### config.mk
export PLATFORM = sky130hd
export DESIGN_NAME = rc6_stream_host
export DESIGN_NICKNAME = d
export VERILOG_FILES = /design/src/rtl/rc6_stream_host.sv
export SDC_FILE = /design/constraint.sdc
export NUM_CORES = 1
export LEC_CHECK = 0
export CAP_MARGIN = 10
export CORE_MARGIN = 2
export CORE_UTILIZATION = 40
export CTS_CLUSTER_SIZE = 10
export DETAILED_ROUTE_END_ITERATION = 16
export GPL_TIMING_DRIVEN = 0
export PLACE_DENSITY = 0.78
export REMOVE_ABC_BUFFERS = 1
export SETUP_SLACK_MARGIN = 0.3
export SYNTH_ARGS = -nofsm -noshare
export SYNTH_HDL_FRONTEND = slang
export SYNTH_SLANG_ARGS = --single-unit
### constraint.sdc
create_clock -name i_clk -period 4 [get_ports i_clk]
set_clock_uncertainty 0.1 [all_clocks]
set_input_delay 0.8 -clock i_clk [delete_from_list [all_inputs] [get_ports i_clk]]
set_output_delay 0.8 -clock i_clk [all_outputs]
set_load 0.02 [all_outputs]
### src/rtl/rc6_stream_host.sv
// rc6_stream_host: byte-stream front end for the RC6 core data port; define RC6_TIMEOUT_EN to add the WAIT timeout
module rc6_stream_host #(
   parameter int TIMEOUT = 32
) (
   input  logic         i_clk,
   input  logic         i_rst,
   input  logic         i_flag,
   input  logic [7:0]   i_byte,
   input  logic         i_byte_vld,
   output logic         o_byte_rdy,
   output logic [7:0]   o_byte,
   output logic         o_byte_vld,
   input  logic         i_byte_rdy,
   input  logic         i_key_ok,
   output logic         o_core_flag,
   output logic [127:0] o_core_din,
   output logic         o_core_din_en,
   input  logic [127:0] i_core_dout,
   input  logic         i_core_dout_en,
   output logic         o_busy,
   output logic         o_err
);
   typedef enum logic [1:0] {FILL, LOAD, WAIT, DRAIN} state_t;
   state_t state, state_n;
   logic [3:0] cnt;
   logic [127:0] cap;
   logic fill_xfer, drain_xfer, expire;
   assign fill_xfer = state == FILL && i_byte_vld;
   assign drain_xfer = state == DRAIN && i_byte_rdy;
   always_ff @(posedge i_clk) begin
      if (i_rst) state <= FILL;
      else state <= state_n;
   end
   always_comb begin
      state_n = state;
      case (state)
         FILL: if (fill_xfer && cnt == 4'd15) state_n = LOAD;
         LOAD: if (i_key_ok) state_n = WAIT;
         WAIT: if (i_core_dout_en) state_n = DRAIN; else if (expire) state_n = FILL;
         DRAIN: if (drain_xfer && cnt == 4'd15) state_n = FILL;
         default: state_n = FILL;
      endcase
   end
   always_comb begin
      o_byte_rdy = state == FILL;
      o_byte_vld = state == DRAIN;
      o_core_din_en = state == LOAD && i_key_ok;
      o_byte = state == DRAIN ? cap[{~cnt, 3'b000} +: 8] : 8'h00;
      o_busy = !(state == FILL && cnt == 4'd0);
   end
   always_ff @(posedge i_clk) begin
      if (i_rst) begin
         cnt <= '0;
         o_core_din <= '0;
         o_core_flag <= 1'b0;
         cap <= '0;
      end else begin
         if (fill_xfer || drain_xfer) cnt <= cnt + 4'd1;
         if (fill_xfer) o_core_din[{~cnt, 3'b000} +: 8] <= i_byte;
         if (fill_xfer && cnt == 4'd0) o_core_flag <= i_flag;
         if (state == WAIT && i_core_dout_en) cap <= i_core_dout;
      end
   end
`ifdef RC6_TIMEOUT_EN
   logic [5:0] wcnt;
   assign expire = state == WAIT && !i_core_dout_en && wcnt == 6'(TIMEOUT - 2);
   always_ff @(posedge i_clk) begin
      if (i_rst || state != WAIT) wcnt <= '0;
      else wcnt <= wcnt + 6'd1;
   end
   always_ff @(posedge i_clk) begin
      if (i_rst) o_err <= 1'b0;
      else if (expire) o_err <= 1'b1;
      else if (fill_xfer && cnt == 4'd0) o_err <= 1'b0;
   end
`else
   assign expire = 1'b0;
   assign o_err = TIMEOUT < 0;
`endif
endmodule

==> impl_table.tex, run 1 <==
\begin{tabular}{lr}
\hline
Metric & Value \\
\hline
\multicolumn{2}{l}{\textbf{Run status}} \\
\quad Result of the run & finished clean \\
\multicolumn{2}{l}{\textbf{Critical path}} \\
\quad Worst Setup Path Type & reg2out \\
\quad Nature of the critical path startpoint & flop \\
\quad Worst R2R End & o\_core\_din[37] \\
\quad Worst-path maximum fanout & 16 \\
\quad Critical path capture point & o\_byte[3] \\
\quad Cell-by-cell trace of the critical path & buf\_4, and2\_2, a22oi\_1, nand2\_1, o21ai\_0, dlygate4sd2\_1 \\
\quad Cell count of the worst reg-to-reg path & 8 \\
\quad CP startpoint & cnt[0] \\
\quad Worst reg2reg setup slack & approximately 0.86 ns \\
\quad Worst path slowest cell & sky130\_fd\_sc\_hd\_\_dlygate4sd2\_1 \\
\quad Stage delay of the slowest cell on the critical path & 0.41 ns \\
\quad Arrival time at the worst endpoint & $\sim$2.6 ns \\
\quad CP Buf/Inv Count & 2 \\
\quad Critical path endpoint category & output port \\
\quad Crit-path leading delay family & compound AO/OA/AOI/OAI gates \\
\quad Cell count along the critical path & 6 \\
\quad Data required time of the critical path & 3.10 ns \\
\quad FF-to-FF Start & cnt[0] \\
\multicolumn{2}{l}{\textbf{Routing}} \\
\quad Wire length per cell & roughly 18 um \\
\quad Residual antenna-violating net count after detailed routing & 0 \\
\quad Detailed Route Iter0 Violations & 583 \\
\quad Routed wire length & roughly 32 mm \\
\quad Number of iterations in the first detailed-routing pass & 5 \\
\quad Via Count & around 9400 \\
\quad Residual DRC count & 0 \\
\quad Mean number of vias per cell & just over 5 \\
\multicolumn{2}{l}{\textbf{STA}} \\
\quad Setup Viol. Count Final & 0 \\
\quad Slew @ Worst Pin & 1.05 ns \\
\quad Final hold violations & 0 \\
\quad Max Freq & about 0.28 GHz \\
\quad Post-route minimum period & about 3.5 ns \\
\quad Relative slew slack & 29.4\% \\
\quad Number of pins exceeding their max-slew limit in the final report & 0 \\
\quad Unrepaired setup endpoints after global routing & no \\
\quad Final period util & 88.2\% \\
\multicolumn{2}{l}{\textbf{Finish}} \\
\quad Share of the core filled with cells & a little under three fifths \\
\quad Area growth from synthesis to layout & 37.4\% \\
\quad Layout cells sized above 1 & roughly 7.4\% \\
\quad Net count of the finished layout & $\sim$1600 \\
\multicolumn{2}{l}{\textbf{Clock network}} \\
\quad Clock Pin Slew Worst Setup and Hold Paths & about 0.060 ns \\
\quad Buffer depth of the longest clock path & 3 \\
\quad CTS Hold Bufs & 0 \\
\quad TritonCTS Sinks & roughly 260 \\
\quad Clock Latency Late Sink & about 0.56 ns \\
\quad Clock tree root buffer cell & sky130\_fd\_sc\_hd\_\_clkbuf\_16 \\
\quad Deepest level of the CTS H-tree & 1 \\
\quad Clock tree from TritonCTS & done \\
\quad CTS Buf Count & 30 \\
\multicolumn{2}{l}{\textbf{Synthesis}} \\
\quad Main combinational cell family by area after synthesis & simple AND/OR/NAND/NOR gates \\
\quad Arithmetic-cell share of the synthesized area counting full adders, half adders and majority gates & 1.04\% \\
\quad Dominant register cell in the synthesized netlist & sky130\_fd\_sc\_hd\_\_dfxtp\_1 \\
\quad Syn Area/Cell & slightly below 9 sq um \\
\quad Cells after synthesis & 1214 \\
\quad Area of the mapped netlist & about 0.011 sq mm \\
\quad Largest cells by area after synthesis & sky130\_fd\_sc\_hd\_\_dfxtp\_1 (49\%), sky130\_fd\_sc\_hd\_\_nand2\_1 (14\%), sky130\_fd\_sc\_hd\_\_mux2i\_1 (14\%) \\
\quad Share of synthesized flip-flops with an asynchronous set or reset & 0\% \\
\quad Synth Area in Simple Gates & approximately a fifth \\
\quad Compound-cell area share of the yosys netlist & under 10\% \\
\quad YS warnings & 0 \\
\quad Multiplexer fraction of the synthesized cell area & between 10\% and 20\% \\
\quad Fraction of synthesized cell area in xor and xnor cells & less than 1\% \\
\quad Synthesized flop and latch total & $\sim$260 \\
\quad Portion of synthesized cell area occupied by the leading cell type & about half \\
\quad Number of enable flip-flop cells after synthesis & 0 \\
\quad Distinct cell type count of the synthesized netlist & 45 \\
\quad Most instantiated library cell after synthesis & sky130\_fd\_sc\_hd\_\_nand2\_1 \\
\quad Synth area leader & sky130\_fd\_sc\_hd\_\_dfxtp\_1 \\
\quad Leading post-synthesis cells by instance count & sky130\_fd\_sc\_hd\_\_nand2\_1 (412), sky130\_fd\_sc\_hd\_\_dfxtp\_1 (263), sky130\_fd\_sc\_hd\_\_mux2i\_1 (150), sky130\_fd\_sc\_hd\_\_a21oi\_1 (130), sky130\_fd\_sc\_hd\_\_clkbuf\_1 (60) \\
\quad Sequential share of the synthesized area & 48.7\% \\
\multicolumn{2}{l}{\textbf{Global route}} \\
\quad Largest net degree at the start of global routing & 118 \\
\quad Grt ovf & 0 \\
\quad Number of antenna violations at the first check in global routing & 2 \\
\quad Global route hottest layer & met2 \\
\quad Met3 routing resource usage after global routing & under 10\% \\
\quad Global routing usage on met2 & between 30\% and 40\% \\
\quad Overall global routing resource usage & a little over a fifth \\
\quad First-pass GRT wire length & approximately 49 mm \\
\quad Via count of the first global-routing pass & $\sim$9000 \\
\quad M1 GR Usage & between 20\% and 30\% \\
\multicolumn{2}{l}{\textbf{Power and ir drop}} \\
\quad Internal power consumption & about 4200 uW \\
\quad Proportion of power drawn by flip-flops and latches & 48.1\% \\
\quad Power share of the combinational group & under 10\% \\
\quad Total Power & about 5500 uW \\
\quad IR drop worst, VDD & 0.234 mV \\
\quad Fraction of power spent switching nets & a little under a quarter \\
\quad Power density over cell area & 370 mW/mm\^{}2 \\
\quad Sw Pwr & between 1000 and 1500 uW \\
\quad Leakage & roughly 0.005 uW \\
\quad Part of the total power dissipated in the clock network & 43.5\% \\
\multicolumn{2}{l}{\textbf{Floorplan}} \\
\quad Effective utilization at floorplan & between 40 and 50\% \\
\quad Die width & approximately 170 um \\
\quad Floorplan Core Area & $\sim$0.027 sq mm \\
\quad Full die area & approximately 0.028 sq mm \\
\quad Die Span Y & between 150 and 200 um \\
\quad Top-level I/O count & approximately 290 \\
\quad Row Count & 60 \\
\multicolumn{2}{l}{\textbf{Run}} \\
\quad Total of max-cap violations & 0 \\
\multicolumn{2}{l}{\textbf{Place}} \\
\quad Buffers on Ports & about 280 \\
\quad Placer Congestion & 0.827 \\
\quad Detailed placement HPWL & between 20 and 25 mm \\
\multicolumn{2}{l}{\textbf{Min path}} \\
\quad Min-Delay Path Class & reg2reg \\
\quad Instance count along the most critical hold path & 2 \\
\quad Min-Delay Startpoint & cap[103] \\
\hline
\end{tabular}
[repair_timing]
action,4_1_cts,5_1_grt
gates resized for setup,16,4
endpoints found under the setup margin,8,4
endpoints found under the hold margin,0,0
buffers inserted,4,6
[per-layer routing]
| metal | wire [um] | share of wire (%) |
|---|---|---|
| met5 | 0 | 0 |
| met4 | 1030 | 3.2 |
| met3 | 2420 | 7.6 |
| met2 | 14900 | 47 |
| met1 | 13500 | 42 |
[sequential cells by signal, summed over array words and instances (netlist names)]
name and cells:
cap 128, cnt 4, o_core_din 128, o_core_flag 1, state 2
[power by group through the flow]
stage	Clock, uW	Sequential (uW)	Combinational [uW]
global route	2540	2650	485
global placement	0	2720	405
finish	2400	2650	460
CTS	2440	2650	443
floorplan	0	2720	136
detailed placement	0	2720	422
[layout by cell type (no fill, tap or decap), drive strengths merged, types with 8 or more instances in the layout]
cell type / n
buf: 19
inv: 8
a21oi: 130
ha: 9
mux4: 16
nand2: 412
clkdlybuf4s50: 275
clkbuf: 34
nor3: 19
nor2: 15
o21ai: 10
a22oi: 24
nor2b: 9
dfxtp: 263
mux2i: 150
[worst min path at each step]
| stage | endpoint | slack, ns |
|---|---|---|
| finish | cap[103] | 0.35 |
| global route | cap[79] | 0.36 |
| CTS | cap[79] | 0.35 |
| detailed placement | cap[79] | 0.34 |
| global placement | cap[114] | 0.34 |
| floorplan | cap[104] | 0.33 |
[layout make-up]
| class | count | area, sq um |
|---|---|---|
| Clock buffer | 34 | 796 |
| Clock inverter | 1 | 16.3 |
| Antenna cell | 3 | 7.51 |
| Timing Repair Buffer | 301 | 3100 |
| Multi-Input combinational cell | 857 | 5200 |
| Sequential cell | 263 | 5280 |
| Tap cell | 341 | 427 |
| Fill cell | 2352 | 11900 |
| Inverter | 8 | 32.5 |
[worst min-delay path, stage by stage (launching register included)]
cell and delay, ns:
sky130_fd_sc_hd__dfxtp_1 0.30, sky130_fd_sc_hd__nand2_1 0.05, sky130_fd_sc_hd__a21oi_1 0.05
[kinds of logic (layout without fill, tap and decap cells)]
group,count (synthesis),count (layout)
and+or+nand+nor,489,489
DFF,263,263
AOI/OAI and AO/OA,183,183
muxes,172,172
buffers and inverters,94,344
adders and majority gates,9,9
xor gates and xnor gates,3,3
other,1,4
[metrics by stage]
step	cells	setup TNS (ns)	setup slack (ns)	area (sq um)	hold WS, ns
floorplan	1128	0	0.449	10500	0.327
global placement	1752	-1081.92	-7.46	13700	0.339
detailed placement	1760	0	0.178	13900	0.345
CTS	1799	0	0.300	14800	0.352
global route	1807	0	0.344	14900	0.363
finish	1808	0	0.470	14900	0.352
(Power assumes the default switching activity.)
==> inputs of run 2 (changes only) <==
ABC_AREA = 1   (was unset)
CTS_CLUSTER_DIAMETER = 100   (was unset)
GPL_TIMING_DRIVEN = unset   (was 0)
==> run 2 against run 1 <==
Effect of this change: final cell count up 22%; power up 47%; clock power down 2%; worst setup slack worse by 0.030 ns; sequential cell count unchanged; highest routed layer unchanged; synthesized area up 2.5%; hold slack worse by 0.0051 ns; die area up 2.4%; first-iteration DRC count up 110%; clock-buffer cell count down 2.
==> impl_table.tex, run 2 <==
\begin{tabular}{lr}
\hline
Metric & Value \\
\hline
\multicolumn{2}{l}{\textbf{Power and ir drop}} \\
\quad Internal power consumption & 5170 uW (+22\%) \\
\quad Total Power & 8100 uW (+47\%) \\
\quad Power density over cell area & 541 mW/mm\^{}2 (+46\%) \\
\quad IR drop worst, VDD & 0.342 mV (+46\%) \\
\quad Leakage & 0.00599 uW (+18\%) \\
\quad Part of the total power dissipated in the clock network & 29.1\% (-14 points) \\
\quad Power share of the combinational group & 32.8\% (+24 points) \\
\quad Sw Pwr & 2930 uW (+130\%) \\
\quad Proportion of power drawn by flip-flops and latches & 38.1\% (-10 points) \\
\quad Fraction of power spent switching nets & 36.1\% (+13 points) \\
\multicolumn{2}{l}{\textbf{Synthesis}} \\
\quad Most instantiated library cell after synthesis & sky130\_fd\_sc\_hd\_\_nor2\_1 \\
\quad Share of synthesized flip-flops with an asynchronous set or reset & 0\% (unchanged) \\
\quad Largest cells by area after synthesis & sky130\_fd\_sc\_hd\_\_dfxtp\_1 (48\%), sky130\_fd\_sc\_hd\_\_nor2\_1 (11\%), sky130\_fd\_sc\_hd\_\_o21ai\_0 (9.6\%) \\
\quad Distinct cell type count of the synthesized netlist & 24 (-47\%) \\
\quad Number of enable flip-flop cells after synthesis & 0 (unchanged) \\
\quad Area of the mapped netlist & 0.0111 sq mm (+2.5\%) \\
\quad Synth area leader & sky130\_fd\_sc\_hd\_\_dfxtp\_1 \\
\quad Portion of synthesized cell area occupied by the leading cell type & 47.5\% (-1.2 points) \\
\quad YS warnings & 0 (unchanged) \\
\quad Leading post-synthesis cells by instance count & sky130\_fd\_sc\_hd\_\_nor2\_1 (334), sky130\_fd\_sc\_hd\_\_dfxtp\_1 (263), sky130\_fd\_sc\_hd\_\_nand2\_1 (245), sky130\_fd\_sc\_hd\_\_o21ai\_0 (213), sky130\_fd\_sc\_hd\_\_inv\_1 (154) \\
\quad Sequential share of the synthesized area & 47.5\% (-1.2 points) \\
\quad Synthesized flop and latch total & 263 (unchanged) \\
\quad Cells after synthesis & 1600 (+32\%) \\
\quad Dominant register cell in the synthesized netlist & sky130\_fd\_sc\_hd\_\_dfxtp\_1 \\
\quad Syn Area/Cell & 6.93 sq um (-22\%) \\
\multicolumn{2}{l}{\textbf{Finish}} \\
\quad Layout cells sized above 1 & 3.70\% (-3.7 points) \\
\quad Net count of the finished layout & 1988 (+23\%) \\
\quad Most common cell after layout, fill and taps aside & sky130\_fd\_sc\_hd\_\_nor2\_1 \\
\quad Most frequent cells in the layout & sky130\_fd\_sc\_hd\_\_nor2\_1 (332), sky130\_fd\_sc\_hd\_\_clkdlybuf4s50\_1 (283), sky130\_fd\_sc\_hd\_\_dfxtp\_1 (261) \\
\quad Area growth from synthesis to layout & 35.1\% \\
\quad Final Instance Area & 0.0150 sq mm (+0.73\%) \\
\quad Registers with the most flip-flops & cap (128), o\_core\_din (128), cnt (4) \\
\multicolumn{2}{l}{\textbf{Clock network}} \\
\quad TritonCTS Sinks & 263 (unchanged) \\
\quad Buffer depth of the longest clock path & 3 (unchanged) \\
\quad Clock tree from TritonCTS & done \\
\quad Deepest level of the CTS H-tree & 1 (unchanged) \\
\quad Clock Latency Late Sink & 0.54 ns (-0.02 ns) \\
\quad Clock tree root buffer cell & sky130\_fd\_sc\_hd\_\_clkbuf\_16 \\
\quad CTS Buf Count & 30 (unchanged) \\
\quad CTS Hold Bufs & 0 (unchanged) \\
\quad Clock Pin Slew Worst Setup and Hold Paths & 0.06 ns (about the same) \\
\multicolumn{2}{l}{\textbf{Global route}} \\
\quad First-pass GRT wire length & 54.3 mm (+11\%) \\
\quad Via count of the first global-routing pass & 10300 (+12\%) \\
\quad Overall global routing resource usage & 23.5\% (+2.0 points) \\
\quad Largest net degree at the start of global routing & 122 (+3.4\%) \\
\quad Number of antenna violations at the first check in global routing & 2 (unchanged) \\
\quad Grt ovf & 0 (unchanged) \\
\multicolumn{2}{l}{\textbf{Min path}} \\
\quad Hold worst-path end & o\_core\_flag \\
\quad Min-Delay Startpoint & o\_core\_flag \\
\quad Min-Delay Path Class & reg2reg \\
\quad Instance count along the most critical hold path & 2 (unchanged) \\
\multicolumn{2}{l}{\textbf{Critical path}} \\
\quad Crit path top cell by count & sky130\_fd\_sc\_hd\_\_nand2\_1 \\
\quad Worst reg2reg setup slack & 1.00 ns (+0.14 ns) \\
\quad Nature of the critical path startpoint & flop \\
\quad Worst Setup Path Type & reg2out \\
\quad FF-to-FF Start & cnt[1] \\
\quad Crit-path leading delay family & buffers and inverters \\
\quad Data required time of the critical path & 3.10 ns (about the same) \\
\quad Cell count of the worst reg-to-reg path & 8 (unchanged) \\
\quad Worst path slowest cell & sky130\_fd\_sc\_hd\_\_clkdlybuf4s50\_1 \\
\quad Cell count along the critical path & 8 (+2) \\
\quad Arrival time at the worst endpoint & 2.66 ns (+0.03 ns) \\
\quad Critical path endpoint category & output port \\
\quad Stage delay of the slowest cell on the critical path & 0.63 ns (+0.22 ns) \\
\quad CP Buf/Inv Count & 3 (+1) \\
\quad Cell-by-cell trace of the critical path & buf\_4, nand3\_1, nand2\_1, nand2\_1, nand2\_1, inv\_1, a21oi\_1, clkdlybuf4s50\_1 \\
\quad Worst-path maximum fanout & 46 (+30) \\
\quad Worst R2R End & o\_core\_din[38] \\
\multicolumn{2}{l}{\textbf{Routing}} \\
\quad Residual antenna-violating net count after detailed routing & 0 (unchanged) \\
\quad Number of iterations in the first detailed-routing pass & 8 (+3) \\
\quad Via Count & 11400 (+21\%) \\
\quad Residual DRC count & 0 (unchanged) \\
\quad Mean number of vias per cell & 5.13 (-0.92\%) \\
\quad Detailed Route Iter0 Violations & 1234 (+110\%) \\
\quad Wire length per cell & 16.2 um (-8.2\%) \\
\quad Routed wire length & 35.7 mm (+12\%) \\
\multicolumn{2}{l}{\textbf{Floorplan}} \\
\quad Row Count & 60 (unchanged) \\
\quad Floorplan Core Area & 0.0271 sq mm (+1.4\%) \\
\quad Full die area & 0.0291 sq mm (+2.4\%) \\
\quad Top-level I/O count & 285 (unchanged) \\
\quad Die width & 170 um (+1.2\%) \\
\quad Effective utilization at floorplan & 40.9\% (+0.42 points) \\
\quad Die Span Y & 170 um (+1.2\%) \\
\multicolumn{2}{l}{\textbf{STA}} \\
\quad Unrepaired setup endpoints after global routing & no \\
\quad Final hold violations & 0 (unchanged) \\
\quad Number of pins exceeding their max-slew limit in the final report & 0 (unchanged) \\
\quad Setup TNS & 0 ns (unchanged) \\
\quad Slew @ Worst Pin & 0.811 ns (-0.240 ns) \\
\quad Setup Viol. Count Final & 0 (unchanged) \\
\quad Relative slew slack & 45.8\% (+16 points) \\
\quad Final period util & 89.0\% (+0.75 points) \\
\quad Max Freq & 0.281 GHz (-0.84\%) \\
\quad Post-route minimum period & 3.56 ns (+0.0299 ns) \\
\multicolumn{2}{l}{\textbf{Place}} \\
\quad Placed cell areas & 0.0142 sq mm (+2.0\%) \\
\quad Detailed placement HPWL & 25.1 mm (+12\%) \\
\quad Buffers on Ports & 283 (unchanged) \\
\quad Placer Congestion & 0.920 (+11\%) \\
\multicolumn{2}{l}{\textbf{Run}} \\
\quad Total of max-cap violations & 0 (unchanged) \\
\multicolumn{2}{l}{\textbf{Run status}} \\
\quad Result of the run & finished clean \\
\hline
\end{tabular}
[run 2: cell count changes after synthesis, moves of 24 or more]
cell / delta
sky130_fd_sc_hd__nand4_1: +29
sky130_fd_sc_hd__o21ai_0: +203
sky130_fd_sc_hd__a22oi_1: -24
sky130_fd_sc_hd__nand3_1: +73
sky130_fd_sc_hd__mux2i_1: -150
sky130_fd_sc_hd__inv_1: +146
sky130_fd_sc_hd__nor2_1: +319
sky130_fd_sc_hd__nand2_1: -167
[run 2: tightest hold or removal path, stage by stage (launching register included)]
cell and delay (ns):
sky130_fd_sc_hd__dfxtp_1 0.31, sky130_fd_sc_hd__inv_1 0.05, sky130_fd_sc_hd__a21oi_1 0.05
[run 2: repair_timing]
item,in CTS,in global routing
setup endpoints to repair,1,2
pin swaps,0,0
resized for setup,1,1
setup buffers,0,0
[run 2: final cells by class]
type                       instances  area [sq um]
clock inverter                     1          8.76
antenna                            2          5.00
sequential                       263          5270
clock buffer                      32           779
inverter                         158           596
tap                              372           465
multi-input combinational       1086          4870
timing repair buffer             297          2980
fill                            2478         12100
[run 2: cells by family (layout without fill, tap and decap cells)]
group           count (synthesis)  after routing  share of synthesized area (%)
flops                         263            263                           47.5
compound gates                364            364                           16.5
buf+inv                       251            488                           8.74
xor+xnor                        2              2                          0.226
fa+ha+maj                       9              9                           1.02
other cells                     1              3                         0.0338
simple gates                  710            710                           26.0
[run 2: power groups by stage]
stage	logic [uW]	clock network [uW]	registers (uW)
after floorplan	1490	0	3280
after CTS	2630	2390	3080
after global routing	2940	2490	3120
after global placement	2580	0	3120
final	2660	2360	3080
after detailed placement	2620	0	3140
[run 2: per-layer routing]
| layer | wire length (um) | global-route usage (%) |
|---|---|---|
| met1 | 15100 | 30.6 |
| met2 | 16200 | 37.8 |
| met3 | 2420 | 3.49 |
| met4 | 2030 | 12.2 |
| met5 | 0 | 0 |
[run 2: stage by stage]
stage	setup WS [ns]	hold slack, ns	utilization (%)	std cells
floorplan	-1.63	0.331	-	1507
global placement	0.889	0.333	52.3	2176
detailed placement	0.737	0.335	52.3	2176
CTS	0.433	0.343	55.2	2209
global route	0.300	0.364	55.2	2211
finish	0.440	0.347	55.2	2211
[run 2: how the worst max path moves through the flow]
| stage | endpoint | start | slack (ns) |
|---|---|---|---|
| CTS | o_byte[1] | cnt[1] | 0.43 |
| global route | o_byte[5] | cnt[1] | 0.30 |
| detailed placement | o_core_din[81] | i_byte_vld | 0.74 |
| floorplan | cap[12] | i_core_dout_en | -1.63 |
| global placement | o_core_din[18] | i_byte_vld | 0.89 |
| finish | o_byte[1] | cnt[1] | 0.44 |
